==> config.mk <==
export PLATFORM = sky130hd
export DESIGN_NAME = avmm_traffic_gen
export DESIGN_NICKNAME = d
export VERILOG_FILES = /design/src/rtl/avmm_traffic_gen.sv
export SDC_FILE = /design/constraint.sdc
export NUM_CORES = 1
export LEC_CHECK = 0
export BUFFER_PORTS_ARGS = -buffer_cell sky130_fd_sc_hd__buf_4
export CAP_MARGIN = 20
export CORE_AREA = 2 2 192 194
export DETAILED_ROUTE_END_ITERATION = 6
export DIE_AREA = 0 0 194 196
export GPL_TIMING_DRIVEN = 0
export PLACE_DENSITY = 0.78
export RECOVER_POWER = 100
export SLEW_MARGIN = 10
export SYNTH_ARGS = -nofsm -noshare
export SYNTH_HDL_FRONTEND = slang
export SYNTH_SLANG_ARGS = --single-unit
==> constraint.sdc <==
create_clock -name clk -period 3.2 [get_ports clk]
set_clock_uncertainty 0.05 [all_clocks]
set_input_delay 0 -clock clk [delete_from_list [all_inputs] [get_ports clk]]
set_output_delay 0 -clock clk [all_outputs]
set_load 0.005 [all_outputs]
==> src/rtl/avmm_traffic_gen.sv <==
// Avalon-MM traffic generator: burst-writes a deterministic pattern into a region, reads it back, checks every beat.
// Optional build macro AVMM_TG_ERR_INJECT_EN adds input inject_err, which flips bit 0 of an accepted write beat.
module avmm_traffic_gen #(
    parameter int unsigned DATA_W     = 128,
    parameter int unsigned ADDR_W     = 27,
    parameter int unsigned BURST_W    = 7,
    parameter int unsigned BURST_LEN  = 4,
    parameter int unsigned NUM_BURSTS = 256,
    parameter int unsigned BASE_ADDR  = 0,
    parameter int unsigned PATTERN    = 0
) (
    input  logic                clk,
    input  logic                rst_n,
    input  logic                start,
    input  logic                cal_ok,
`ifdef AVMM_TG_ERR_INJECT_EN
    input  logic                inject_err,
`endif
    input  logic                avm_waitrequest_n,
    output logic [ADDR_W-1:0]   avm_address,
    output logic [BURST_W-1:0]  avm_burstcount,
    output logic                avm_write,
    output logic [DATA_W-1:0]   avm_writedata,
    output logic [DATA_W/8-1:0] avm_byteenable,
    output logic                avm_read,
    input  logic [DATA_W-1:0]   avm_readdata,
    input  logic                avm_readdatavalid,
    output logic                busy,
    output logic                done,
    output logic                pass,
    output logic [31:0]         err_count,
    output logic [ADDR_W-1:0]   first_err_addr
);

    localparam int unsigned        NL         = DATA_W / 32;
    localparam logic [BURST_W-1:0] LAST_BEAT  = BURST_W'(BURST_LEN - 1);
    localparam logic [31:0]        LAST_BURST = 32'(NUM_BURSTS - 1);
    localparam logic [ADDR_W-1:0]  ADDR_STEP  = ADDR_W'(BURST_LEN);
    localparam logic [ADDR_W-1:0]  BASE       = ADDR_W'(BASE_ADDR);
    localparam logic [31:0]        LFSR_TAPS  = 32'h8020_0003;  // x^32+x^22+x^2+x+1, right-shifting Galois form

    generate
        if (DATA_W % 32 != 0) begin : g_bad_data_w
            $error("DATA_W must be a multiple of 32");
        end
        if (BURST_LEN < 1 || BURST_LEN > (1 << (BURST_W - 1))) begin : g_bad_burst_len
            $error("BURST_LEN out of range 1..2^(BURST_W-1)");
        end
        if ((64'(NUM_BURSTS) * 64'(BURST_LEN)) > (64'd1 << ADDR_W)) begin : g_bad_region
            $error("NUM_BURSTS*BURST_LEN exceeds the address space");
        end
    endgenerate

    typedef enum logic [2:0] {S_IDLE, S_WR, S_RD_REQ, S_RD_WAIT, S_DONE} state_e;

    function automatic logic [DATA_W-1:0] pattern_seed();
        logic [DATA_W-1:0] w;
        w = '0;
        for (int j = 0; j < NL; j++) begin
            w[j*32 +: 32] = (PATTERN == 0) ? 32'(j) : 32'hACE1_0000 + 32'(j);
        end
        return w;
    endfunction

    function automatic logic [DATA_W-1:0] pattern_next(input logic [DATA_W-1:0] cur);
        logic [DATA_W-1:0] w;
        logic [31:0]       lane;
        w = '0;
        for (int j = 0; j < NL; j++) begin
            lane = cur[j*32 +: 32];
            if (PATTERN == 0) lane = lane + 32'(NL);
            else              lane = lane[0] ? ((lane >> 1) ^ LFSR_TAPS) : (lane >> 1);
            w[j*32 +: 32] = lane;
        end
        return w;
    endfunction

    state_e             state_q, state_d;
    logic [31:0]        burst_q, burst_d;
    logic [BURST_W-1:0] beat_q, beat_d;
    logic [ADDR_W-1:0]  addr_q, addr_d;
    logic [DATA_W-1:0]  wgen_q, wgen_d;
    logic [DATA_W-1:0]  cgen_q, cgen_d;
    logic [31:0]        err_q, err_d;
    logic [ADDR_W-1:0]  ferr_q, ferr_d;

    // NOTE: synchronous reset lives inside the clocked block; all state uses <= so every register samples pre-edge values.
    always_ff @(posedge clk) begin
        if (!rst_n) begin
            state_q <= S_IDLE;
            burst_q <= '0;
            beat_q  <= '0;
            addr_q  <= '0;
            wgen_q  <= '0;
            cgen_q  <= '0;
            err_q   <= '0;
            ferr_q  <= '0;
        end else begin
            state_q <= state_d;
            burst_q <= burst_d;
            beat_q  <= beat_d;
            addr_q  <= addr_d;
            wgen_q  <= wgen_d;
            cgen_q  <= cgen_d;
            err_q   <= err_d;
            ferr_q  <= ferr_d;
        end
    end

    logic last_beat, last_burst;
    assign last_beat  = (beat_q == LAST_BEAT);
    assign last_burst = (burst_q == LAST_BURST);

    // NOTE: every next-state variable gets its hold value first, so no path through the case can infer a latch.
    always_comb begin
        state_d = state_q;
        burst_d = burst_q;
        beat_d  = beat_q;
        addr_d  = addr_q;
        wgen_d  = wgen_q;
        cgen_d  = cgen_q;
        err_d   = err_q;
        ferr_d  = ferr_q;
        case (state_q)
            S_IDLE, S_DONE: begin
                if (start && cal_ok) begin
                    state_d = S_WR;
                    burst_d = '0;
                    beat_d  = '0;
                    addr_d  = BASE;
                    wgen_d  = pattern_seed();
                    cgen_d  = pattern_seed();
                    err_d   = '0;
                    ferr_d  = '0;
                end
            end
            S_WR: begin
                if (avm_waitrequest_n) begin
                    wgen_d = pattern_next(wgen_q);
                    if (last_beat) begin
                        beat_d = '0;
                        if (last_burst) begin
                            state_d = S_RD_REQ;
                            burst_d = '0;
                            addr_d  = BASE;
                        end else begin
                            burst_d = burst_q + 32'd1;
                            addr_d  = addr_q + ADDR_STEP;
                        end
                    end else begin
                        beat_d = beat_q + BURST_W'(1);
                    end
                end
            end
            S_RD_REQ: begin
                if (avm_waitrequest_n) begin
                    state_d = S_RD_WAIT;
                    beat_d  = '0;
                end
            end
            S_RD_WAIT: begin
                if (avm_readdatavalid) begin
                    cgen_d = pattern_next(cgen_q);
                    if (avm_readdata != cgen_q) begin
                        if (err_q == 32'd0)     ferr_d = addr_q + ADDR_W'(beat_q);
                        if (err_q != '1)        err_d  = err_q + 32'd1;
                    end
                    if (last_beat) begin
                        beat_d = '0;
                        if (last_burst) begin
                            state_d = S_DONE;
                        end else begin
                            state_d = S_RD_REQ;
                            burst_d = burst_q + 32'd1;
                            addr_d  = addr_q + ADDR_STEP;
                        end
                    end else begin
                        beat_d = beat_q + BURST_W'(1);
                    end
                end
            end
            default: state_d = S_IDLE;
        endcase
    end

    logic [DATA_W-1:0] inj_mask;
`ifdef AVMM_TG_ERR_INJECT_EN
    assign inj_mask = {{(DATA_W-1){1'b0}}, inject_err};
`else
    assign inj_mask = '0;
`endif

    logic wr_active, rd_active, req_active;
    assign wr_active  = (state_q == S_WR);
    assign rd_active  = (state_q == S_RD_REQ);
    assign req_active = wr_active || rd_active;

    // Request fields are zeroed outside a request so every output reads 0 after reset, even with a nonzero BASE_ADDR.
    assign avm_write      = wr_active;
    assign avm_read       = rd_active;
    assign avm_address    = req_active ? addr_q : '0;
    assign avm_burstcount = req_active ? BURST_W'(BURST_LEN) : '0;
    assign avm_byteenable = req_active ? '1 : '0;
    assign avm_writedata  = wr_active ? (wgen_q ^ inj_mask) : '0;

    assign busy           = wr_active || rd_active || (state_q == S_RD_WAIT);
    assign done           = (state_q == S_DONE);
    assign pass           = done && (err_q == 32'd0);
    assign err_count      = err_q;
    assign first_err_addr = ferr_q;

endmodule

Yosys cells after proc, flatten, opt, wreduce, memory -nomap -nowiden --
Index checks and enable logic that the tools add are counted.
Operators by class: muxes and demuxes 48, equal/unequal tests 19, reductions and logical operators 18, add/sub/neg operators 13
Operator list (number):
- 128-bit two-way mux | 4
- 128-bit one-hot mux with 2 select lines | 2
- 32-bit two-way mux | 10
- 27-bit two-way mux | 11
- 32-bit by 3-bit adder with 32-bit output, second input constant | 8
- 128-bit inequality test | 1
- 32-bit one-hot mux with 3 select lines | 1
- 27-bit one-hot mux with 3 select lines | 1
- 32-bit by 1-bit adder with 32-bit output, second input constant | 2
- 32-bit one-hot mux with 2 select lines | 1
- 27-bit one-hot mux with 2 select lines | 1
- 7-bit two-way mux | 5
- 32-bit by 8-bit equality test with 1-bit output, second input constant | 1
- 32-bit logical NOT | 1
- 32-bit inequality test, second input constant | 1
- 7-bit one-hot mux with 4 select lines | 1
- 27-bit by 3-bit adder with 27-bit output, second input constant | 1
- 27-bit by 7-bit adder with 27-bit output | 1
- 3-bit two-way mux | 9
- 2-bit inequality test, second input constant | 10
- 16-bit two-way mux | 1
- 5-bit AND reduction | 3
- 7-bit AND reduction | 2
- 3-bit one-hot mux with 4 select lines | 1
- 14 further kinds | 19
Storage, ports and cells: logic and storage cells 106, flip-flop bits (word level) 384, bits of input ports 134

Logic depth before layout (Yosys ltp) --
Gate-level depths: netlist (run 1).
depth after elaboration 5, mapped depth 11, gate-level depth less buffers 9

Least setup slack after synthesis (run 1) --
Ideal clock, no wire load.
path type register to register, start register err_q[11] (netlist: err_count[11]), end register err_q[1] (netlist: err_count[1]), arrival 2271 ps, cell stages (with the launch flop) 11, setup time 59 ps, buffers on the path 2, path slack 820 ps, path through dfxtp_1 and4_4 nand4_4 nor4_4 nand4_2 o31ai_4 or2_1 buf_6 buf_8 mux2i_1 and2_1
On the way: word-level cells in the longest chain between the ends 3
RTL lines:
- start: declaration | line 84 | logic [31:0] err_q, err_d;
- start signal: assignment | line 105 | err_q <= err_d;
- 32-bit inequality test | line 166 | if (err_q != '1) err_d = err_q + 32'd1;
- 2-bit inequality test (no source line)
- 5-bit AND reduction (no source line)
Every way passes these cells. A chain may end at the register's enable or synchronous reset.

Worst setup path in the final report (run 1) --
start register state_q[0], end output port avm_writedata[96]
On the way: word-level cells in the longest chain between the ends 2
RTL lines:
- start: declaration | line 78 | state_e state_q, state_d;
- start signal: assignment | line 99 | state_q <= state_d;
- 3-bit by 1-bit equality test with 1-bit output | line 194 | assign wr_active = (state_q == S_WR);
- 128-bit two-way mux | line 204 | assign avm_writedata = wr_active ? (wgen_q ^ inj_mask) : '0;
- end: declaration | line 23 | output logic [DATA_W-1:0] avm_writedata,
Every way passes these cells.

==> results of run 1 <==
-- cells in the final DEF (no fill, tap or decap), types with 33 or more instances in the layout --
cell type	count
and3_1	171
xor2_1	166
nand2_1	167
or3_1	59
clkbuf_16	43
xnor2_1	223
dfxtp_1	368
clkbuf_1	131
clkbuf_4	176
o21ai_0	95
nand4_1	98
buf_4	195
nor3_1	33
a21oi_1	78
nor2_1	321
nand3_1	147
-- final cells by class --
| type | count | area (um2) |
|---|---|---|
| multi-input cells | 1840 | 11300 |
| clock inverters | 12 | 121 |
| clock buffers | 60 | 1200 |
| well taps | 468 | 586 |
| plain buffers | 145 | 713 |
| diodes | 2 | 5.00 |
| inverters | 32 | 121 |
| flip-flops and latches | 368 | 7370 |
| repair buffers | 365 | 2660 |
| fillers | 3090 | 12000 |
-- metrics by stage --
stage                     hold WS, ps  utilization, %  std cells  setup WS (ps)
after floorplan                   241               -       2386            820
after global routing              185            66.8       3292          -11.6
after detailed placement          311            63.2       3215           -143
after global placement            298            63.2       3215          -60.2
after CTS                         115            67.0       3291           32.0
final                             131            66.8       3292            114
-- registers in the layout, indices dropped and copies added (netlist names) --
name and flops:
burst_q 32, cgen_q 121, err_count 32, beat_q 7, addr_q 25, state_q 3, wgen_q 121, first_err_addr 27
-- critical path, cell delays in order, from the launching register on --
cell and delay, ps:
dfxtp_1 420, buf_4 210, nor2b_1 130, clkbuf_1 550
clkbuf_2 390, clkbuf_1 280, and3_1 280, clkbuf_4 160
buf_4 100
-- how the worst min path moves through the flow --
stage | from | endpoint | slack (ps) | cells after the start
floorplan | first_err_addr[0] | first_err_addr[0] | 240 | 0
global placement | avm_waitrequest_n | wgen_q[3] | 300 | 3
detailed placement | avm_waitrequest_n | wgen_q[35] | 310 | 3
CTS | rst_n | first_err_addr[14] | 120 | 4
global route | rst_n | err_count[0] | 190 | 3
finish | rst_n | first_err_addr[14] | 130 | 4
-- timing repair --
action,4_1_cts,5_1_grt
endpoints found under the hold margin,10,0
hold buffers,4,0
resized for setup,3,13
pin swaps,0,0
setup endpoints to repair,55,64
-- metal layers --
layer / GRT usage, % / up-vias / routed length, um
li1: - / 8974 / -
met1: 37.4 / 8799 / 24200
met2: 53.6 / 665 / 29300
met3: 4.01 / 126 / 3990
met4: 10.9 / 0 / 2050
met5: 0 / - / 0
-- power by group through the flow --
| stage | Combinational, mW | Clock (mW) | Sequential [mW] |
|---|---|---|---|
| 2_1_floorplan | 0.661 | 0 | 4.73 |
| 4_1_cts | 1.19 | 4.68 | 4.65 |
| 3_3_place_gp | 1.16 | 0 | 4.75 |
| 5_1_grt | 1.28 | 4.87 | 4.65 |
| 6_report | 1.18 | 4.63 | 4.65 |
| 3_5_place_dp | 1.18 | 0 | 4.75 |
-- cell families after synthesis --
family                     share of synthesized area [%]
AOI/OAI and AO/OA                                   7.33
xor gates and xnor gates                            17.5
DFF                                                 37.9
other                                             0.0193
buffers and inverters                               4.29
adders and majority gates                           1.22
muxes                                              0.463
and+or+nand+nor                                     31.3
==> metrics, run 1 <==
leakage power=9.30 nW; Seq cells post-synth=368; prevailing post-synth register cell=dfxtp_1; Sw Pwr=2.61 mW; Synth top area share=37.9%; Longest Clk Path Bufs=3; clock root buffer=clkbuf_16; post-route ant nets=0; crit path kind=reg -> out; area grow syn2layout=23.9%; TritonCTS clock tree=built; initial antenna violation count=2; Int Pwr=7.85 mW; Core Area=36100 um2; Final Instance Area=24100 um2; outcome=completed; syn_area_per_cell=8.20 um2; Post-synth top cells=368 x dfxtp_1, 320 x nor2_1, 224 x xnor2_1, 171 x and3_1, 167 x nand2_1; Detailed Routing Iterations Pass 1=5; CP Capture Type=output pin; DRC Markers=0; Data arrival, critical path=3040 ps; post-CTS setup buffer count=0; logic gate share of total power=11.3%; Clock Latency Late Sink=530 ps; peak supply drop=0.000352 V; MaxCap Viol Count=0; Synth warnings=0; Overflow after GRT=0; Max transition margin=38.3%; Period minus WS final=3090 ps; vias in the first global route=17838; largest net degree at the start of global routing=27; Top-Level Pins=376; global-route wire length before repair=93.3 mm; DR vias=18564; Seq pwr share=44.4%; dpl cell area=22800 um2; dpl hpwl=45.5 mm; worst r2r src=err_count[11]; Total Power=10.5 mW; Worst Tran Pin Value=918 ps; final WL=59.5 mm; all-layer global routing usage=30.2%; Clk pwr share=44.2%; CP Launch Point=state_q[0]; pwr/cell area=434 nW/um2; Fmax=324 MHz; flop2flop setup slack=220 ps; DRT iter0 DRCs=1236; reg2reg path depth=10; Tcrit/Tclk final=96.4%; clock slew at reported path FFs=60 ps; TNS Setup=0 ps; Post-synth EDFFs=0; Initial Utilization=53.9%; CP endpoint=avm_writedata[96]; Post-layout nets=2946; H-tree depth=2; final-report max-slew violation count=0; reg2reg end=err_count[18]; drt wl/cell=18.1 um; Synth cell types=68; routed vias/inst=5.64; clock sinks=368; Syn Inst Count=2374; Startpoint Class=flop; Placer Congestion=0.961; post-synthesis sequential area ratio=37.9%; most frequent cell after synthesis=dfxtp_1; Synth area leaders=dfxtp_1 38%, xnor2_1 10%, xor2_1 7.5%; die extent in x=194 um; switching part of the total=25.0%; FFs w/ async S/R, synth=0%; crit-path max FO=10; Chip Height=196 um; Final Hold Viols=0; share of layout cells above drive strength 1=16.7%; Inserted Clock Buffers=41; worst hold path class=in -> reg; mapped cell area=19500 um2; Die Footprint=38000 um2; placement row count=70; post-synth top area cell=dfxtp_1; final setup violation count=0; Port-buffer cells=361; Worst Path Required=3150 ps
Power figures use the tool's default switching activity.
==> inputs of run 2 (changes only) <==
- CORE_AREA: 2 2 192 194 -> 2 2 175 212
- DIE_AREA: 0 0 194 196 -> 0 0 177 214
- PLACE_DENSITY: 0.78 -> 0.79
==> metrics, run 2 (synthesized netlist as in run 1, its figures left out) <==
outcome=completed (unchanged); final setup violation count=0 (unchanged); crit path kind=reg -> out (unchanged); TritonCTS clock tree=built (unchanged); crit-path max FO=10 (unchanged); Final Hold Viols=0 (unchanged); share of layout cells above drive strength 1=16.7% (about the same); all-layer global routing usage=30.8% (was 30.2%); H-tree depth=2 (unchanged); post-CTS setup buffer count=0 (unchanged); TNS Setup=0 ps (unchanged); filler instances=3004 (was 3090); leading cell type in the layout, fill and taps excluded=dfxtp_1 (unchanged); final WL=60.5 mm (was 59.5 mm); pwr/cell area=437 nW/um2 (was 434 nW/um2); worst hold path class=in -> reg (unchanged); leakage power=9.30 nW (about the same); global-route wire length before repair=93.7 mm (was 93.3 mm); Top-Level Pins=376 (unchanged); Die Footprint=37900 um2 (was 38000 um2); RSZ-0062 raised after global routing=false; routed vias/inst=5.66 (was 5.64); PnR worst setup slack=169 ps (was 114 ps); Initial Utilization=54.6% (was 53.9%); Post-layout nets=2943 (was 2946); initial antenna violation count=1 (was 2); reg2reg path depth=10 (unchanged); placement row count=76 (was 70); Total Power=10.5 mW (about the same); post-route ant nets=0 (unchanged); clock slew at reported path FFs=60 ps (about the same); vias in the first global route=17855 (was 17838); DRC Markers=0 (unchanged); clock sinks=368 (unchanged); Longest Clk Path Bufs=3 (unchanged); hold path cells=3 (was 4); Layout Cells excl Fill=3286 (was 3292); Clock Latency Late Sink=540 ps (was 530 ps); Overflow after GRT=0 (unchanged); DR vias=18588 (was 18564); Placer Congestion=0.993 (was 0.961); Period minus WS final=3030 ps (was 3090 ps); CP Capture Type=output pin (unchanged); area grow syn2layout=23.9% (about the same); largest net degree at the start of global routing=27 (unchanged); Detailed Routing Iterations Pass 1=6 (was 5); Setup WS pre-CTS=-44.9 ps (was -143 ps); Port-buffer cells=361 (unchanged); Core Area=35700 um2 (was 36100 um2); Inserted Clock Buffers=38 (was 41); final-report max-slew violation count=0 (unchanged); clock root buffer=clkbuf_16 (unchanged); Diodes inserted=0 (was 2); utilization after layout=67.6% (was 66.8%); Worst Tran Pin Value=948 ps (was 918 ps); Worst Path Required=3150 ps (about the same); die extent in x=177 um (was 194 um); drt wl/cell=18.4 um (was 18.1 um); Data arrival, critical path=2980 ps (was 3040 ps); biggest registers after layout=cgen_q x121, wgen_q x121 (unchanged); leading cell types in the layout, fill and taps excluded=368 x dfxtp_1, 320 x nor2_1, 224 x xnor2_1 (was 368 x dfxtp_1, 321 x nor2_1, 223 x xnor2_1); DRT iter0 DRCs=1358 (was 1236); Tcrit/Tclk final=94.7% (was 96.4%); MaxCap Viol Count=0 (unchanged); DP Cell Count=3215 (unchanged); dpl hpwl=46.1 mm (was 45.5 mm); Startpoint Class=flop (unchanged); Chip Height=214 um (was 196 um); Max transition margin=36.3% (was 38.3%); peak supply drop=0.000364 V (was 0.000352 V); Fmax=330 MHz (was 324 MHz)
[run 2: final timing paths]
kind / start / to / slack [ps]
worst max-delay path: state_q[1] / avm_writedata[96] / 170
worst max register to register: err_count[11] / err_count[9] / 190
worst min-delay path: rst_n / burst_q[12] / 110
worst min register to register: first_err_addr[8] / first_err_addr[8] / 410
[run 2: critical path, stage by stage (launching register included)]
cell and delay [ps]:
dfxtp_1 470, clkbuf_1 460, clkinvlp_4 420, clkbuf_1 350, clkbuf_1 250, and3_1 220, clkbuf_4 140, buf_4 120
[run 2: per-stage QoR]
stage	hold WS, ps	cell area (um2)
3_3_place_gp	297	22800
5_1_grt	190	24100
2_1_floorplan	241	19500
4_1_cts	110	24200
6_report	108	24100
3_5_place_dp	312	22800
[run 2: final cells by class]
class	count	area, um2	share of cell area, %
multi-input combinational	1840	11300	47.0
tap	468	586	2.43
sequential	368	7370	30.6
buffer	145	714	2.96
inverter	32	124	0.514
clock inverter	11	139	0.576
timing repair buffer	365	2650	11.0
clock buffer	57	1200	4.96
[run 2: what timing repair did]
item | 4_1_cts | 5_1_grt
hold buffers | 4 | 0
setup endpoints to repair | 40 | 91
pin swaps | 0 | 3
endpoints found under the hold margin | 10 | 0
resized for setup | 4 | 13
[run 2: metal layers]
metal | GRT usage, % | routed length [um]
met5 | 0 | 26
met4 | 14.9 | 3160
met3 | 5.01 | 4010
met2 | 53.8 | 29800
met1 | 36.2 | 23500
[run 2: report_power, final]
part,switching (mW),internal (mW),total (mW)
combinational,0.704,0.482,1.19
clock,1.88,2.83,4.71
sequential,0.0438,4.61,4.65
==> inputs of run 3 (changes only) <==
- GPL_TIMING_DRIVEN: 0 -> default
==> metrics, run 3 (synthesized netlist as in run 1, its figures left out) <==
Longest Clk Path Bufs=3 (unchanged); Overflow after GRT=0 (unchanged); Hold Path Sink=state_q[2] (was burst_q[12]); TNS Setup=0 ps (unchanged); Core Area=35700 um2 (unchanged); reg2reg path depth=10 (unchanged); outcome=completed (unchanged); clock slew at reported path FFs=60 ps (about the same); global-route wire length before repair=90.0 mm (was 93.7 mm); Hold WS=67.2 ps (was 108 ps); biggest registers after layout=cgen_q x121, wgen_q x121 (unchanged); DRC Markers=0 (unchanged); DR vias=17986 (was 18588); Clock Latency Late Sink=540 ps (about the same); crit-path cells=xnor2_1, nand4_1, nor4_1, nand3_1, nor3_2, clkbuf_2, or2_1, clkbuf_2, or4_1, a21oi_1 (was clkbuf_1, clkinvlp_4, clkbuf_1, clkbuf_1, and3_1, clkbuf_4, buf_4); leading cell type in the layout, fill and taps excluded=dfxtp_1 (unchanged); DP Cell Count=3107 (was 3215); area grow syn2layout=21.4% (was 23.9%); Final Hold Viols=0 (unchanged); peak supply drop=0.000350 V (was 0.000364 V); all-layer global routing usage=29.1% (was 30.8%); drt wl/cell=18.0 um (was 18.4 um); routed vias/inst=5.66 (about the same); die extent in x=177 um (unchanged); Post-layout nets=2835 (was 2943); leading cell types in the layout, fill and taps excluded=368 x dfxtp_1, 319 x nor2_1, 224 x xnor2_1 (was 368 x dfxtp_1, 320 x nor2_1, 224 x xnor2_1); hold wc startpoint=cal_ok (was rst_n); Data arrival, critical path=3350 ps (was 2980 ps); Worst Tran Pin Value=1010 ps (was 948 ps); Setup WS pre-CTS=283 ps (was -44.9 ps); final-report max-slew violation count=0 (unchanged); initial antenna violation count=2 (was 1); Layout Cells excl Fill=3180 (was 3286); reg2reg end=err_count[21] (was err_count[9]); Inserted Clock Buffers=38 (unchanged); largest net degree at the start of global routing=117 (was 27); dpl cell area=22500 um2 (was 22800 um2); final WL=57.3 mm (was 60.5 mm); placement row count=76 (unchanged); TritonCTS clock tree=built (unchanged); Max transition margin=33.0% (was 36.3%); Worst path max stage delay=470 ps (about the same); crit path kind=reg -> reg (was reg -> out); final setup violation count=0 (unchanged); Total Power=10.4 mW (was 10.5 mW); most used cell along the critical path=clkbuf_2 (was clkbuf_1); Final Instance Area=23600 um2 (was 24100 um2); share of layout cells above drive strength 1=16.8% (was 16.7%); DRT iter0 DRCs=1222 (was 1358); Chip Height=214 um (unchanged); post-route ant nets=0 (unchanged); utilization after layout=66.2% (was 67.6%); Detailed Routing Iterations Pass 1=5 (was 6); post-CTS setup buffer count=0 (unchanged); Die Footprint=37900 um2 (unchanged); Initial Utilization=54.6% (unchanged); Tcrit/Tclk final=94.0% (was 94.7%); Placer Congestion=1.01 (was 0.993); RSZ-0062 raised after global routing=false (unchanged); hold path cells=5 (was 3); MaxCap Viol Count=0 (unchanged); Startpoint Class=flop (unchanged); worst r2r src=cgen_q[112] (was err_count[11]); pwr/cell area=440 nW/um2 (was 437 nW/um2); Fmax=332 MHz (was 330 MHz); clock root buffer=clkbuf_16 (unchanged); Period minus WS final=3010 ps (was 3030 ps); H-tree depth=2 (unchanged); dpl hpwl=42.4 mm (was 46.1 mm); worst hold path class=in -> reg (unchanged); flop2flop setup slack=190 ps (about the same); crit path buf inv count=2 (was 6); Top-Level Pins=376 (unchanged); leakage power=9.07 nW (was 9.30 nW); CP max stage cell=nor4_1 (was dfxtp_1); PnR worst setup slack=191 ps (was 169 ps); Port-buffer cells=363 (was 361); crit-path max FO=15 (was 10); vias in the first global route=17301 (was 17855); delay-heaviest family, CP=simple AND/OR/NAND/NOR gates (was buffers and inverters); Worst Path Required=3540 ps (was 3150 ps); CP Capture Type=flop (was output pin); clock sinks=368 (unchanged); filler instances=2988 (was 3004)
==> run 3: cell count changes in the layout (fill, tap and decap cells not counted), sizes merged <==
cell,previous run,this run
diode,0,1
clkbuf,356,263
clkinv,6,10
inv,31,32
clkinvlp,3,2
bufinv,3,5
buf,207,188
dlygate4sd3,4,3
==> run 3: area by class of cell <==
class / count / area, um2 / share of cell area [%]
clock inverter: 17 / 215 / 0.911
multi-input combinational: 1840 / 11300 / 47.8
inverter: 32 / 120 / 0.508
clock buffer: 52 / 1130 / 4.77
sequential: 368 / 7370 / 31.2
tap: 468 / 586 / 2.48
timing repair buffer: 402 / 2900 / 12.3
antenna: 1 / 2.50 / 0.0106
==> run 3: worst reg2reg max path: stages (launching register included) <==
cell and delay (ps):
dfxtp_1 370, xnor2_1 410, nand4_1 160, nor4_1 470, nand3_1 170, nor3_2 260
clkbuf_2 330, or2_1 170, clkbuf_2 250, or4_1 160, a21oi_1 60
==> run 3: layer usage <==
metal / routed length (um) / share of wire [%] / GRT usage (%)
met5: 11 / 0.019 / 0
met3: 3250 / 5.7 / 4.47
met4: 2340 / 4.1 / 12.0
met2: 28600 / 50 / 51.4
met1: 23200 / 40 / 34.9
==> run 3: worst max-delay path by stage <==
stage / from / to / slack [ps] / cells past startpoint
final: cgen_q[112] / err_count[21] / 190 / 10
after global routing: state_q[0] / cgen_q[28] / 8 / 9
after CTS: err_count[24] / first_err_addr[17] / 240 / 10
after detailed placement: err_count[24] / first_err_addr[17] / 280 / 10
after global placement: err_count[24] / first_err_addr[6] / 320 / 10
after floorplan: err_count[11] / err_count[1] / 820 / 10
==> run 3: repair_timing <==
action / 4_1_cts / 5_1_grt
endpoints found under the hold margin: 17 / 0
hold buffers: 3 / 0
endpoints found under the setup margin: 0 / 1
resized for setup: 0 / 1
==> run 3: report_power, final <==
group	switching, mW	internal (mW)	total (mW)
registers	0.0437	4.61	4.65
logic	0.612	0.369	0.980
clock network	1.89	2.88	4.76
